==> src/rtl/sram_boot_loader.sv <==
// Boot loader for one sram_32_1024_freepdk45 macro. Streams 32-bit words
// into the macro from address 0 while the core is held in reset, then
// permanently hands the macro port to ssram_wrap until the next RSTn.
module sram_boot_loader #(
  parameter int ADDR_W = 10,
  parameter int DATA_W = 32,
  parameter int DEPTH  = 1024
) (
  input  logic              CLK,
  input  logic              RSTn,
  input  logic              start_i,
  input  logic [ADDR_W:0]   len_i,
  input  logic              in_valid,
  input  logic [DATA_W-1:0] in_data,
  output logic              in_ready,
  input  logic              wrap_csb,
  input  logic              wrap_web,
  input  logic [ADDR_W-1:0] wrap_addr,
  input  logic [DATA_W-1:0] wrap_din,
  output logic              mem_csb,
  output logic              mem_web,
  output logic [ADDR_W-1:0] mem_addr,
  output logic [DATA_W-1:0] mem_din,
  output logic              core_RSTn,
  output logic              load_busy,
  output logic              load_done,
  output logic [ADDR_W:0]   word_cnt
);

  localparam logic [1:0] S_IDLE  = 2'd0;
  localparam logic [1:0] S_LOAD  = 2'd1;
  localparam logic [1:0] S_FLUSH = 2'd2;
  localparam logic [1:0] S_DONE  = 2'd3;

  localparam logic [ADDR_W:0] DEPTH_W = (ADDR_W+1)'(DEPTH);

  // Requests longer than the macro are cut to DEPTH so the address never wraps.
  function automatic logic [ADDR_W:0] clamp_len(input logic [ADDR_W:0] l);
    return (l > DEPTH_W) ? DEPTH_W : l;
  endfunction

  logic [1:0]        state;
  logic [ADDR_W:0]   len_q;
  logic [ADDR_W:0]   cnt_q;
  logic              pass_q;
  logic              handshake;
  logic              last_word;

  // Stage p1: registered write port presented to the macro one cycle after
  // the stream handshake.
  logic              wr_csb_p1;
  logic              wr_web_p1;
  logic [ADDR_W-1:0] wr_addr_p1;
  logic [DATA_W-1:0] wr_din_p1;

  assign handshake = in_valid && (state == S_LOAD);
  assign last_word = (cnt_q == (len_q - 1'b1));

  // Load sequencing, write-port register and the hand-over flag.
  always_ff @(posedge CLK or negedge RSTn) begin
    if (!RSTn) begin
      state      <= S_IDLE;
      len_q      <= '0;
      cnt_q      <= '0;
      pass_q     <= 1'b0;
      wr_csb_p1  <= 1'b1;
      wr_web_p1  <= 1'b1;
      wr_addr_p1 <= '0;
      wr_din_p1  <= '0;
    end else begin
      case (state)
        S_IDLE: begin
          wr_csb_p1 <= 1'b1;
          wr_web_p1 <= 1'b1;
          if (start_i) begin
            if (len_i == '0) begin
              state  <= S_DONE;
              pass_q <= 1'b1;
            end else begin
              state <= S_LOAD;
              len_q <= clamp_len(len_i);
              cnt_q <= '0;
            end
          end
        end
        S_LOAD: begin
          if (handshake) begin
            wr_csb_p1  <= 1'b0;
            wr_web_p1  <= 1'b0;
            wr_addr_p1 <= cnt_q[ADDR_W-1:0];
            wr_din_p1  <= in_data;
            cnt_q      <= cnt_q + 1'b1;
            if (last_word) state <= S_FLUSH;
          end else begin
            wr_csb_p1 <= 1'b1;
            wr_web_p1 <= 1'b1;
          end
        end
        S_FLUSH: begin
          // The last write is on the port during this cycle; close it now.
          wr_csb_p1 <= 1'b1;
          wr_web_p1 <= 1'b1;
          state     <= S_DONE;
          pass_q    <= 1'b1;
        end
        default: begin
          state <= S_DONE;
        end
      endcase
    end
  end

  // Port mux: the select is a dedicated flop so the hand-over cannot glitch.
  always_comb begin
    mem_csb  = pass_q ? wrap_csb  : wr_csb_p1;
    mem_web  = pass_q ? wrap_web  : wr_web_p1;
    mem_addr = pass_q ? wrap_addr : wr_addr_p1;
    mem_din  = pass_q ? wrap_din  : wr_din_p1;
  end

  assign in_ready  = (state == S_LOAD);
  assign load_busy = (state == S_LOAD) || (state == S_FLUSH);
  assign load_done = pass_q;
  assign core_RSTn = pass_q;
  assign word_cnt  = cnt_q;

endmodule

==> config.mk <==
export PLATFORM = sky130hd
export DESIGN_NAME = sram_boot_loader
export DESIGN_NICKNAME = d
export VERILOG_FILES = /design/src/rtl/sram_boot_loader.sv
export SDC_FILE = /design/constraint.sdc
export NUM_CORES = 1
export LEC_CHECK = 0
export CORE_AREA = 5 5 96 98
export DETAILED_ROUTE_END_ITERATION = 7
export DIE_AREA = 0 0 101 103
export GPL_TIMING_DRIVEN = 1
export PLACE_DENSITY = 0.84
export RECOVER_POWER = 100
export SLEW_MARGIN = 20
export SYNTH_ARGS = -nofsm -noshare
export SYNTH_HDL_FRONTEND = slang
export SYNTH_SLANG_ARGS = --single-unit
==> constraint.sdc <==
create_clock -name CLK -period 3.8 [get_ports CLK]
set_input_delay 0.76 -clock CLK [delete_from_list [all_inputs] [get_ports CLK]]
set_output_delay 0.76 -clock CLK [all_outputs]
set_load 0.005 [all_outputs]
==> metrics.txt, run 1 <==
# TYPE chip_impl_metric gauge
chip_impl_info{name="outcome",value="finished with violations"} 1
chip_impl_info{name="violations_in_the_final_reports",value="max-capacitance violations, max-slew violations"} 1
chip_impl_metric{name="post_drt_wl_per_cell",unit="µm"} 16.69
chip_impl_metric{name="grt_antenna_before_repair",unit=""} 0
chip_impl_metric{name="top_level_ports",unit=""} 150
chip_impl_metric{name="switching_share",unit="%"} 28.77
chip_impl_metric{name="initial_core_util",unit="%"} 45.19
chip_impl_metric{name="final_min_period_over_clock_period",unit="%"} 82.84
chip_impl_metric{name="critical_path_required",unit="ps"} 3040
chip_impl_metric{name="route.met3.wl",unit="µm"} 723
chip_impl_metric{name="worst_clock_skew",unit="ps"} 7.932
chip_impl_metric{name="timing.max_cap.violations",unit=""} 1
chip_impl_metric{name="seq_power_share",unit="%"} 44.6
chip_impl_info{name="highest-signal-layer",value="met4"} 1
chip_impl_info{name="hp-start",value="wr_web_p1"} 1
chip_impl_metric{name="internal_portion_of_total_power",unit="W"} 0.001489
chip_impl_metric{name="die_area",unit="mm²"} 0.01040
chip_impl_info{name="timing.critical_path.to_type",value="output pin"} 1
chip_impl_metric{name="ys_seq_area_share",unit="%"} 44.96
chip_impl_metric{name="power_density",unit="mW/mm²"} 378.9
chip_impl_metric{name="dr.pass1.iters",unit=""} 4
chip_impl_metric{name="relSlewSlack",unit="%"} -20.83
chip_impl_metric{name="num_rows",unit=""} 34
chip_impl_metric{name="grt_max_degree",unit=""} 49
chip_impl_metric{name="syn-cell-area",unit="mm²"} 0.003787
chip_impl_metric{name="timing_worst_slew_pin_value",unit="ps"} 1808
chip_impl_metric{name="worstPathMaxFanout",unit=""} 48
chip_impl_metric{name="total_switching_power",unit="W"} 0.0006015
chip_impl_info{name="worst_setup_path_start_kind",value="flip-flop"} 1
chip_impl_info{name="critPathKind",value="flip-flop to output pin"} 1
chip_impl_metric{name="die_x",unit="µm"} 101
chip_impl_metric{name="cts_num_sinks",unit=""} 68
chip_impl_metric{name="place.detailed.instances",unit=""} 581
chip_impl_metric{name="hold_violations",unit=""} 0
chip_impl_metric{name="number_of_drc_markers_after_the_initial_detailed_route_iteration",unit=""} 83
chip_impl_metric{name="total_leakage_power",unit="nW"} 2.297
chip_impl_metric{name="placeableCoreArea",unit="mm²"} 0.008381
chip_impl_metric{name="postCtsSetupBuffers",unit=""} 0
chip_impl_info{name="critical_path.reg2reg.startpoint",value="state[1]"} 1
chip_impl_info{name="rsz0062_at_grt",value="false"} 1
chip_impl_metric{name="timing.fmax",unit="MHz"} 317.7
chip_impl_info{name="hold_class",value="flip-flop to flip-flop"} 1
chip_impl_metric{name="synth_fp_nets",unit=""} 438
chip_impl_metric{name="first_global_vias",unit=""} 3295
chip_impl_metric{name="finish.utilization",unit="%"} 65.84
chip_impl_metric{name="fp.dieH",unit="µm"} 103
chip_impl_metric{name="layoutNonFillerInstCount",unit=""} 597
chip_impl_metric{name="dr_wl_met2",unit="µm"} 5249
chip_impl_metric{name="maxSlewViolCount",unit=""} 46
chip_impl_metric{name="met1_length",unit="µm"} 3919
chip_impl_metric{name="number_of_cells_traversed_by_the_worst_hold_path",unit=""} 2
chip_impl_metric{name="cts_inserted_buffers",unit=""} 9
chip_impl_metric{name="clock_power_share",unit="%"} 29.1
chip_impl_metric{name="setup_viol_count_final",unit=""} 0
chip_impl_metric{name="grt_pass1_wl",unit="µm"} 15640
chip_impl_metric{name="setup_tns",unit="ps"} 0
chip_impl_info{name="worstReg2RegEnd",value="wr_addr_p1[2]"} 1
chip_impl_metric{name="nFillCells",unit=""} 634
chip_impl_metric{name="synthToLayoutAreaGrowth",unit="%"} 45.69
chip_impl_metric{name="gp_congestion",unit=""} 0.8177
chip_impl_metric{name="route.detailed.vias_per_inst",unit=""} 5.228
chip_impl_metric{name="cts.reportedPaths.clkPinSlew",unit="ps"} 70
chip_impl_info{name="mostFrequentLayoutCells",value="87 x clkdlybuf4s50_1, 83 x mux2_2, 66 x dfrtp_1, 61 x dlygate4sd3_1"} 1
chip_impl_metric{name="grt.total_usage",unit="%"} 19.02
chip_impl_metric{name="postCtsHoldBufs",unit=""} 0
chip_impl_info{name="leading_cell_type_in_the_layout_fill_and_taps_excluded",value="clkdlybuf4s50_1"} 1
chip_impl_metric{name="synth.yosys.warnings",unit=""} 0
chip_impl_metric{name="ys_types",unit=""} 48
chip_impl_metric{name="synthesis.area_per_instance",unit="µm²"} 11.14
chip_impl_metric{name="cts.htree.levels",unit=""} 3
chip_impl_metric{name="fin_nets",unit=""} 582
chip_impl_metric{name="insertion_delay",unit="ps"} 340
chip_impl_metric{name="total_design_power",unit="W"} 0.002091
chip_impl_metric{name="final_routed_wirelength",unit="µm"} 9965
chip_impl_metric{name="antennaDiodeCount",unit=""} 0
chip_impl_metric{name="cts_buffer_depth",unit=""} 2
chip_impl_metric{name="ant_nets",unit=""} 0
chip_impl_metric{name="layout.cell_area.non_filler",unit="mm²"} 0.005518
chip_impl_metric{name="vias",unit=""} 3121
chip_impl_metric{name="final_layout_size_suffix_gt1_share",unit="%"} 21.47
chip_impl_metric{name="synth.ff_latch_count",unit=""} 68
chip_impl_info{name="hold_end",value="wr_web_p1"} 1
chip_impl_metric{name="place_area",unit="mm²"} 0.005338
chip_impl_metric{name="number_of_cells_traversed_by_the_worst_register_to_register_path",unit=""} 4
chip_impl_metric{name="hpwl",unit="µm"} 7597
chip_impl_metric{name="comb_power_share",unit="%"} 26.3
chip_impl_metric{name="worst_ep_arrival_time",unit="ps"} 2390
chip_impl_metric{name="layout_min_cycle_time",unit="ps"} 3148
chip_impl_metric{name="grt_overflow",unit=""} 0
chip_impl_metric{name="reg2reg_slack",unit="ps"} 980
chip_impl_info{name="clock_tree_from_tritoncts",value="done"} 1
chip_impl_metric{name="portBuffers",unit=""} 149
chip_impl_metric{name="synth_cells",unit=""} 340
chip_impl_metric{name="ir_worst_vdd",unit="mV"} 0.1624
chip_impl_info{name="ctsRootBufferMaster",value="clkbuf_8"} 1
chip_impl_metric{name="cts-resized-gates",unit=""} 0
chip_impl_metric{name="drc",unit=""} 0
flip-flops by register name (all words and copies together) (netlist names):
signal / cells
wr_web_p1: 1
word_cnt: 11
core_RSTn: 1
wr_addr_p1: 10
state: 2
wr_din_p1: 32
len_q: 11
synthesized netlist by cell type, drive strengths merged:
| cell | instances | area, µm² |
|---|---|---|
| and3b | 1 | 8.760 |
| a311o | 1 | 10.01 |
| o21a | 2 | 15.01 |
| or3b | 1 | 8.760 |
| o21ai | 23 | 115.1 |
| xor2 | 7 | 61.31 |
| or3 | 8 | 51.30 |
| a21oi | 6 | 30.03 |
| nand3b | 1 | 7.510 |
| or4 | 2 | 18.77 |
| a211oi | 1 | 7.510 |
| and3 | 4 | 25.02 |
| clkbuf | 12 | 45.04 |
| o31ai | 1 | 12.51 |
| nand4b | 1 | 8.760 |
| a41oi | 1 | 8.760 |
| nor4 | 4 | 25.02 |
| nor2 | 13 | 48.80 |
| a31oi | 2 | 12.51 |
| inv | 10 | 37.54 |
| a211o | 1 | 8.760 |
| nand3 | 5 | 25.02 |
| nor3 | 3 | 15.01 |
| mux2i | 1 | 10.01 |
| a32oi | 1 | 8.760 |
| o22a | 1 | 8.760 |
| buf | 7 | 52.55 |
| o2111ai | 1 | 8.760 |
| nor2b | 4 | 25.02 |
| o211ai | 1 | 7.510 |
| nand2 | 23 | 86.33 |
| nor3b | 2 | 15.01 |
| mux2 | 84 | 945.9 |
| and4b | 1 | 10.01 |
| or2b | 1 | 7.510 |
| or2 | 1 | 6.260 |
| o22ai | 1 | 6.260 |
| dfstp | 1 | 26.28 |
| o311a | 1 | 10.01 |
| nand2b | 11 | 68.82 |
| dfrtp | 67 | 1677 |
| nand4 | 4 | 25.02 |
| ha | 7 | 87.58 |
| xnor2 | 10 | 87.58 |
per-layer routing:
metal	vias up	GRT usage (%)
met2	111	35.54
li1	1502	-
met1	1499	21.48
met5	-	0
met3	9	4.939
met4	0	5.112
kinds of logic after synthesis:
logic type / synth area share [%]
xor gates and xnor gates: 3.931
buffers and inverters: 3.568
muxes: 25.24
adders and majority gates: 2.312
and+or+nand+nor: 12.85
DFF: 44.96
AOI/OAI and AO/OA: 7.136
per-stage QoR:
stage / hold slack [ps] / setup WS, ps
floorplan: 441.6 / 1417
global placement: 454.4 / 918.2
detailed placement: 462.5 / 824.5
CTS: 421.3 / 735.3
global route: 491.1 / 528.8
finish: 469.5 / 652.3
cell type report:
| type | count | area, µm² | area share, % |
|---|---|---|---|
| Timing Repair Buffer | 152 | 1496 | 27.12 |
| Clock buffer | 9 | 123.9 | 2.245 |
| Inverter | 10 | 37.54 | 0.6803 |
| Sequential cell | 68 | 1704 | 30.88 |
| Tap cell | 108 | 135.1 | 2.449 |
| Clock inverter | 7 | 76.32 | 1.383 |
| Multi-Input combinational cell | 243 | 1944 | 35.24 |
critical path, cell delays in order, from the launching register on:
cell and delay, ps:
dfrtp_2 990, mux2_2 420, dlygate4sd3_1 590
worst max path at each step:
stage	from	end	slack (ps)	depth (start not counted)
final	core_RSTn	mem_addr[7]	650	2
after global routing	core_RSTn	mem_din[3]	530	2
after CTS	core_RSTn	mem_addr[7]	740	2
after detailed placement	len_i[10]	word_cnt[2]	820	5
after global placement	len_i[10]	word_cnt[4]	920	5
after floorplan	len_q[0]	state[0]	1420	8
power groups by stage:
stage / Combinational (W) / Clock, W / Sequential [W]
finish: 0.000550 / 0.000608 / 0.000933
CTS: 0.000602 / 0.000625 / 0.000932
global placement: 0.000579 / 0 / 0.000941
floorplan: 0.000260 / 0 / 0.000899
detailed placement: 0.000598 / 0 / 0.000945
global route: 0.000604 / 0.000651 / 0.000947
(Power assumes the default switching activity.)
==> inputs of run 2 (changes only) <==
--- a/config.mk
+++ b/config.mk
@@ -5,11 +5,11 @@
 export SDC_FILE = /design/constraint.sdc
 export NUM_CORES = 1
 export LEC_CHECK = 0
-export CORE_AREA = 5 5 96 98
+export CORE_AREA = 5 5 104 106
 export DETAILED_ROUTE_END_ITERATION = 7
-export DIE_AREA = 0 0 101 103
+export DIE_AREA = 0 0 109 111
 export GPL_TIMING_DRIVEN = 1
-export PLACE_DENSITY = 0.84
+export PLACE_DENSITY = 0.76
 export RECOVER_POWER = 100
 export SLEW_MARGIN = 20
 export SYNTH_ARGS = -nofsm -noshare
==> constraint.sdc (replaced) <==
create_clock -name CLK -period 2.5 [get_ports CLK]
set_input_delay 0.5 -clock CLK [delete_from_list [all_inputs] [get_ports CLK]]
set_output_delay 0.5 -clock CLK [all_outputs]
set_load 0.005 [all_outputs]
==> run 2 against run 1 <==
  * The run still ends with max-capacitance violations, max-slew violations left
  * Highest routed layer unchanged
  * Routed wire length decreased by 0.82%
  * Critical endpoint is now mem_din[22]
  * Register-to-register slack got worse by 860 ps
  * Final cell count increased by 6.0%
  * Hold slack got worse by 7.1 ps
  * Die area increased by 16%
==> metrics.txt, run 2 (synthesis results as in run 1) <==
# TYPE chip_impl_metric gauge
chip_impl_info{name="outcome",value="finished with violations"} 1
chip_impl_info{name="violations_in_the_final_reports",value="max-capacitance violations, max-slew violations"} 1
chip_impl_metric{name="synthToLayoutAreaGrowth",unit="%"} 49.39
chip_impl_metric{name="post_drt_wl_per_cell",unit="µm"} 15.61
chip_impl_info{name="leading_cell_type_in_the_layout_fill_and_taps_excluded",value="clkdlybuf4s50_1"} 1
chip_impl_metric{name="place.detailed.instances",unit=""} 617
chip_impl_metric{name="critical_path_depth",unit=""} 3
chip_impl_metric{name="fin_nets",unit=""} 593
chip_impl_info{name="worst_setup_path_start_kind",value="flip-flop"} 1
chip_impl_info{name="mostFrequentLayoutCells",value="102 x clkdlybuf4s50_1, 84 x mux2_2, 65 x dfrtp_1, 46 x dlygate4sd3_1"} 1
chip_impl_metric{name="insertion_delay",unit="ps"} 340
chip_impl_metric{name="top_level_ports",unit=""} 150
chip_impl_metric{name="first_global_vias",unit=""} 3193
chip_impl_info{name="register_bank_with_the_most_flops",value="wr_din_p1"} 1
chip_impl_metric{name="ir_worst_vdd",unit="mV"} 0.2431
chip_impl_metric{name="cts_buffer_depth",unit=""} 2
chip_impl_metric{name="power_density",unit="mW/mm²"} 548.6
chip_impl_metric{name="die_area",unit="mm²"} 0.01210
chip_impl_info{name="path_cells",value="buf_12, mux2_2, dlygate4sd3_1"} 1
chip_impl_metric{name="hpwl",unit="µm"} 7660
chip_impl_metric{name="timing.max_cap.violations",unit=""} 1
chip_impl_metric{name="portBuffers",unit=""} 149
chip_impl_metric{name="worstPathMaxFanout",unit=""} 47
chip_impl_metric{name="worst_ep_arrival_time",unit="ps"} 1940
chip_impl_info{name="critical_path.reg2reg.startpoint",value="len_q[3]"} 1
chip_impl_info{name="worstReg2RegEnd",value="state[0]"} 1
chip_impl_metric{name="number_of_drc_markers_after_the_initial_detailed_route_iteration",unit=""} 101
chip_impl_metric{name="vias",unit=""} 3152
chip_impl_info{name="hold_class",value="flip-flop to flip-flop"} 1
chip_impl_metric{name="cp_num_buf_inv",unit=""} 2
chip_impl_info{name="cp-endpoint",value="mem_din[22]"} 1
chip_impl_metric{name="final_layout_size_suffix_gt1_share",unit="%"} 23.60
chip_impl_metric{name="grt_pass1_wl",unit="µm"} 15970
chip_impl_info{name="critical_path.startpoint",value="core_RSTn"} 1
chip_impl_info{name="cpLargestDelayFamily",value="buffers and inverters"} 1
chip_impl_metric{name="final_min_period_over_clock_period",unit="%"} 97.56
chip_impl_metric{name="largest_register_ff_count",unit=""} 32
chip_impl_info{name="cp_slowest_cell",value="dlygate4sd3_1"} 1
chip_impl_metric{name="hold_violations",unit=""} 0
chip_impl_metric{name="cts_num_sinks",unit=""} 68
chip_impl_metric{name="cts.htree.levels",unit=""} 3
chip_impl_metric{name="grt.total_usage",unit="%"} 16.56
chip_impl_metric{name="antennaDiodeCount",unit=""} 0
chip_impl_metric{name="critical_path_required",unit="ps"} 2000
chip_impl_metric{name="drc",unit=""} 0
chip_impl_metric{name="timing.fmax",unit="MHz"} 410.0
chip_impl_metric{name="place_area",unit="mm²"} 0.005479
chip_impl_metric{name="final_routed_wirelength",unit="µm"} 9883
chip_impl_info{name="critPathKind",value="flip-flop to output pin"} 1
chip_impl_metric{name="grt_antenna_before_repair",unit=""} 0
chip_impl_metric{name="num_rows",unit=""} 36
chip_impl_metric{name="number_of_cells_traversed_by_the_worst_register_to_register_path",unit=""} 6
chip_impl_metric{name="dr.pass1.iters",unit=""} 4
chip_impl_info{name="timing.critical_path.to_type",value="output pin"} 1
chip_impl_metric{name="relSlewSlack",unit="%"} -10.88
chip_impl_metric{name="total_leakage_power",unit="nW"} 2.331
chip_impl_metric{name="worst_clock_skew",unit="ps"} 6.150
chip_impl_metric{name="die_x",unit="µm"} 109
chip_impl_metric{name="finish.utilization",unit="%"} 58.42
chip_impl_info{name="hp-start",value="wr_web_p1"} 1
chip_impl_metric{name="grt_use_met2",unit="%"} 27.40
chip_impl_info{name="clock_tree_from_tritoncts",value="done"} 1
chip_impl_metric{name="postCtsSetupBuffers",unit=""} 0
chip_impl_metric{name="initial_core_util",unit="%"} 39.11
chip_impl_metric{name="layout.cell_area.non_filler",unit="mm²"} 0.005658
chip_impl_metric{name="footprint_of_the_flip_flops_and_latches",unit="mm²"} 0.001705
chip_impl_metric{name="grt_max_degree",unit=""} 69
chip_impl_metric{name="layoutNonFillerInstCount",unit=""} 633
chip_impl_metric{name="maxSlewViolCount",unit=""} 69
chip_impl_metric{name="nFillCells",unit=""} 844
chip_impl_metric{name="reg2reg_slack",unit="ps"} 120
chip_impl_metric{name="postCtsHoldBufs",unit=""} 0
chip_impl_metric{name="cts.reportedPaths.clkPinSlew",unit="ps"} 70
chip_impl_metric{name="route.detailed.vias_per_inst",unit=""} 4.979
chip_impl_metric{name="ant_nets",unit=""} 0
chip_impl_metric{name="total_design_power",unit="W"} 0.003104
chip_impl_info{name="ctsRootBufferMaster",value="clkbuf_8"} 1
chip_impl_metric{name="gp_congestion",unit=""} 0.8956
chip_impl_info{name="rsz0062_at_grt",value="false"} 1
chip_impl_metric{name="grt_overflow",unit=""} 0
chip_impl_metric{name="slowest_delay",unit="ps"} 580
chip_impl_metric{name="cts_inserted_buffers",unit=""} 9
chip_impl_metric{name="global_route.usage.met3",unit="%"} 4.310
chip_impl_metric{name="placeableCoreArea",unit="mm²"} 0.009684
chip_impl_metric{name="fp.dieH",unit="µm"} 111
chip_impl_metric{name="layout_min_cycle_time",unit="ps"} 2439
chip_impl_metric{name="timing_worst_slew_pin_value",unit="ps"} 1663
chip_impl_metric{name="global_route.usage.met1",unit="%"} 20.45
chip_impl_metric{name="multiInputGateArea",unit="mm²"} 0.001982
chip_impl_metric{name="setup_viol_count_final",unit=""} 0
chip_impl_info{name="most_utilized_layer_in_the_global_route_result",value="met2"} 1
==> run 2: stage by stage <==
step           TNS, ps  worst slack (ps)  hold WS, ps
4_1_cts              0             26.64        282.5
3_3_place_gp         0             26.73        450.3
2_1_floorplan        0             116.6        204.4
6_report             0             61.08        462.4
3_5_place_dp    -106.9            -77.59        455.4
5_1_grt              0             10.20        504.1
==> run 2: worst reg2reg max path, cell delays in order, from the launching register on <==
cell and delay [ps]:
dfrtp_1 380, or4_4 610, or3_1 340, a211o_1 300
o311a_1 160, o31ai_4 310, mux2i_1 220
==> run 2: power by group <==
part	switching, W	internal (W)
clock network	0.000391	0.000462
logic	0.000275	0.000559
registers	0.000169	0.00125
==> run 2: worst min path at each step <==
stage                 to  cells past startpoint
2_1_floorplan  core_RSTn                      0
4_1_cts         len_q[2]                      1
3_5_place_dp   wr_web_p1                      2
6_report       wr_web_p1                      2
5_1_grt        wr_web_p1                      2
3_3_place_gp   wr_web_p1                      2
==> run 2: routing by layer <==
layer	share of wire (%)	up-vias
li1	-	1526
met1	42	1510
met2	49	98
met3	7.1	18
met4	1.8	0
met5	0	-
==> run 2: final cells by class <==
cell class	count	area share [%]
sequential	68	30.14
multi-input combinational	243	35.03
inverter	10	0.6634
tap	133	2.941
timing repair buffer	163	28.08
clock inverter	2	0.6192
clock buffer	14	2.521
==> run 2: timing repair <==
action | 4_1_cts | 5_1_grt
gates resized for setup | 3 | 4
setup endpoints to repair | 2 | 1
pin swaps | 1 | 2
==> inputs of run 3 (changes only) <==
--- a/config.mk
+++ b/config.mk
@@ -5,9 +5,10 @@
 export SDC_FILE = /design/constraint.sdc
 export NUM_CORES = 1
 export LEC_CHECK = 0
-export CORE_AREA = 5 5 104 106
+export CAP_MARGIN = 20
+export CORE_AREA = 2 2 101 103
 export DETAILED_ROUTE_END_ITERATION = 7
-export DIE_AREA = 0 0 109 111
+export DIE_AREA = 0 0 103 105
 export GPL_TIMING_DRIVEN = 1
 export PLACE_DENSITY = 0.76
 export RECOVER_POWER = 100
==> run 3 against run 2 <==
  * The flow now finishes without violations
  * Total power decreased by 1.1%
  * Fmax increased by 0.34%
  * Sequential share of layout area increased by 0.14 points
  * Register-to-register slack got worse by 20 ps
  * Critical path type unchanged
  * Global-route usage increased by 1.2 points
  * Count of clock-buffer cells in the layout decreased by 3
  * Via count increased by 0.44%
  * Sequential power about the same
  * Core utilization about the same
  * Highest routed layer unchanged
  * Largest power group unchanged
==> metrics.txt, run 3 (synthesis results as in run 1) <==
# TYPE chip_impl_metric gauge
chip_impl_info{name="rsz0062_at_grt",value="false"} 1
chip_impl_info{name="critical_path.reg2reg.startpoint",value="len_q[1]"} 1
chip_impl_metric{name="drc",unit=""} 0
chip_impl_info{name="worst_setup_path_start_kind",value="flip-flop"} 1
chip_impl_metric{name="power_density",unit="mW/mm²"} 545.2
chip_impl_metric{name="fp.dieH",unit="µm"} 105
chip_impl_metric{name="grt.total_usage",unit="%"} 17.76
chip_impl_metric{name="num_rows",unit=""} 36
chip_impl_metric{name="total_design_power",unit="W"} 0.003070
chip_impl_info{name="hold_class",value="input port to async pin"} 1
chip_impl_info{name="clock_tree_from_tritoncts",value="done"} 1
chip_impl_metric{name="layout.cell_area.non_filler",unit="mm²"} 0.005632
chip_impl_info{name="register_bank_with_the_most_flops",value="wr_din_p1"} 1
chip_impl_metric{name="timing.fmax",unit="MHz"} 411.4
chip_impl_metric{name="maxSlewViolCount",unit=""} 0
chip_impl_metric{name="cts_num_sinks",unit=""} 68
chip_impl_metric{name="worst_clock_skew",unit="ps"} 9.498
chip_impl_metric{name="timing_worst_slew_pin_value",unit="ps"} 1317
chip_impl_info{name="cp-endpoint",value="mem_addr[9]"} 1
chip_impl_metric{name="relSlewSlack",unit="%"} 12.19
chip_impl_metric{name="number_of_cells_traversed_by_the_worst_register_to_register_path",unit=""} 6
chip_impl_metric{name="cts.htree.levels",unit=""} 3
chip_impl_metric{name="layout_min_cycle_time",unit="ps"} 2431
chip_impl_metric{name="first_global_vias",unit=""} 3130
chip_impl_metric{name="worstPathMaxFanout",unit=""} 22
chip_impl_metric{name="die_area",unit="mm²"} 0.01082
chip_impl_metric{name="route.detailed.vias_per_inst",unit=""} 4.970
chip_impl_info{name="mostFrequentLayoutCells",value="121 x clkdlybuf4s50_1, 83 x mux2_2, 65 x dfrtp_1, 27 x dlygate4sd3_1"} 1
chip_impl_metric{name="gp_congestion",unit=""} 0.8702
chip_impl_metric{name="largest_register_ff_count",unit=""} 32
chip_impl_info{name="worstReg2RegEnd",value="state[0]"} 1
chip_impl_metric{name="top_level_ports",unit=""} 150
chip_impl_info{name="leading_cell_type_in_the_layout_fill_and_taps_excluded",value="clkdlybuf4s50_1"} 1
chip_impl_metric{name="total_leakage_power",unit="nW"} 2.323
chip_impl_metric{name="initial_core_util",unit="%"} 39.29
chip_impl_metric{name="worst_ep_arrival_time",unit="ps"} 1930
chip_impl_metric{name="final_min_period_over_clock_period",unit="%"} 97.23
chip_impl_metric{name="antennaDiodeCount",unit=""} 0
chip_impl_metric{name="ir_worst_vdd",unit="mV"} 0.2264
chip_impl_metric{name="final_layout_size_suffix_gt1_share",unit="%"} 23.61
chip_impl_metric{name="critical_path_required",unit="ps"} 2000
chip_impl_info{name="outcome",value="finished clean"} 1
chip_impl_info{name="critical_path.startpoint",value="core_RSTn"} 1
chip_impl_metric{name="setup_viol_count_final",unit=""} 0
chip_impl_metric{name="place_area",unit="mm²"} 0.005502
chip_impl_metric{name="fin_nets",unit=""} 597
chip_impl_info{name="timing.critical_path.to_type",value="output pin"} 1
chip_impl_metric{name="cts_inserted_buffers",unit=""} 9
chip_impl_metric{name="die_x",unit="µm"} 103
chip_impl_metric{name="portBuffers",unit=""} 149
chip_impl_metric{name="placeableCoreArea",unit="mm²"} 0.009639
chip_impl_metric{name="setup_tns",unit="ps"} 0
chip_impl_metric{name="dr.pass1.iters",unit=""} 4
chip_impl_metric{name="hold_violations",unit=""} 0
chip_impl_metric{name="nFillCells",unit=""} 858
chip_impl_metric{name="cts.reportedPaths.clkPinSlew",unit="ps"} 80
chip_impl_metric{name="vias",unit=""} 3166
chip_impl_metric{name="synthToLayoutAreaGrowth",unit="%"} 48.70
chip_impl_metric{name="timing.max_cap.violations",unit=""} 0
chip_impl_metric{name="grt_overflow",unit=""} 0
chip_impl_info{name="critPathKind",value="flip-flop to output pin"} 1
chip_impl_metric{name="post_drt_wl_per_cell",unit="µm"} 15.16
chip_impl_metric{name="grt_pass1_wl",unit="µm"} 15040
chip_impl_metric{name="layoutNonFillerInstCount",unit=""} 637
chip_impl_metric{name="place.detailed.instances",unit=""} 620
chip_impl_metric{name="reg2reg_slack",unit="ps"} 100
chip_impl_metric{name="hpwl",unit="µm"} 7345
chip_impl_metric{name="grt_antenna_before_repair",unit=""} 0
chip_impl_metric{name="ant_nets",unit=""} 0
chip_impl_metric{name="final_routed_wirelength",unit="µm"} 9659
chip_impl_metric{name="insertion_delay",unit="ps"} 340
chip_impl_metric{name="number_of_drc_markers_after_the_initial_detailed_route_iteration",unit=""} 83
chip_impl_metric{name="cts_buffer_depth",unit=""} 2
chip_impl_metric{name="grt_max_degree",unit=""} 54
chip_impl_info{name="ctsRootBufferMaster",value="clkbuf_8"} 1
[run 3: changes by cell type in the layout (fill, tap and decap cells not counted), moves of 2 or more]
cell             before  now
clkinvlp_4            0    2
clkdlybuf4s50_1     102  121
dlygate4sd3_1        46   27
buf_4                 8   10
[run 3: worst min path at each step]
| stage | start | cells past startpoint | slack, ps | to |
|---|---|---|---|---|
| finish | RSTn | 1 | 450 | len_q[6] |
| global route | wr_web_p1 | 2 | 500 | wr_web_p1 |
| CTS | RSTn | 1 | 210 | len_q[6] |
| detailed placement | wr_web_p1 | 2 | 460 | wr_web_p1 |
| global placement | wr_web_p1 | 2 | 450 | wr_web_p1 |
| floorplan | RSTn | 0 | 200 | core_RSTn |
[run 3: timing repair]
item                                   in CTS  in global routing
resized for setup                           0                  3
pin swaps                                   1                  1
buffers inserted                            0                  1
endpoints found under the hold margin       0                  0
hold buffers                                0                  0
setup endpoints to repair                   2                  2
[run 3: through the flow]
| stage | util (%) | hold slack (ps) | setup WS (ps) |
|---|---|---|---|
| detailed placement | 57.07 | 462.1 | -21.05 |
| finish | 58.42 | 450.0 | 69.31 |
| global route | 58.42 | 497.3 | 0.2238 |
| CTS | 58.83 | 211.3 | 1.185 |
| floorplan | - | 204.4 | 116.6 |
| global placement | 57.07 | 451.5 | -12.85 |
[run 3: metal layers]
| metal | wire (µm) | GRT usage (%) | vias to the layer above |
|---|---|---|---|
| met5 | 0 | 0 | - |
| met4 | 149 | 5.827 | 0 |
| li1 | - | - | 1531 |
| met1 | 4031 | 21.12 | 1509 |
| met2 | 4813 | 31.73 | 112 |
| met3 | 664 | 3.144 | 14 |
[run 3: layout make-up]
cell class,count,area [µm²],share of cell area (%)
multi-input combinational,243,1954,34.70
sequential,68,1705,30.28
timing repair buffer,167,1599,28.39
tap,133,166.4,2.955
clock buffer,11,131.4,2.333
clock inverter,5,37.54,0.6665
inverter,10,37.54,0.6665
[run 3: critical path, stage by stage, from the launching register on]
cell,delay [ps]
dfrtp_2,360
buf_4,280
mux2_2,360
dlygate4sd3_1,590
[run 3: report_power, final]
part	switching (W)	total [W]	internal, W
registers	0.000176	0.00142	0.00125
clock network	0.000423	0.000787	0.000364
logic	0.000278	0.000860	0.000582
total	0.000877	0.00307	0.00219
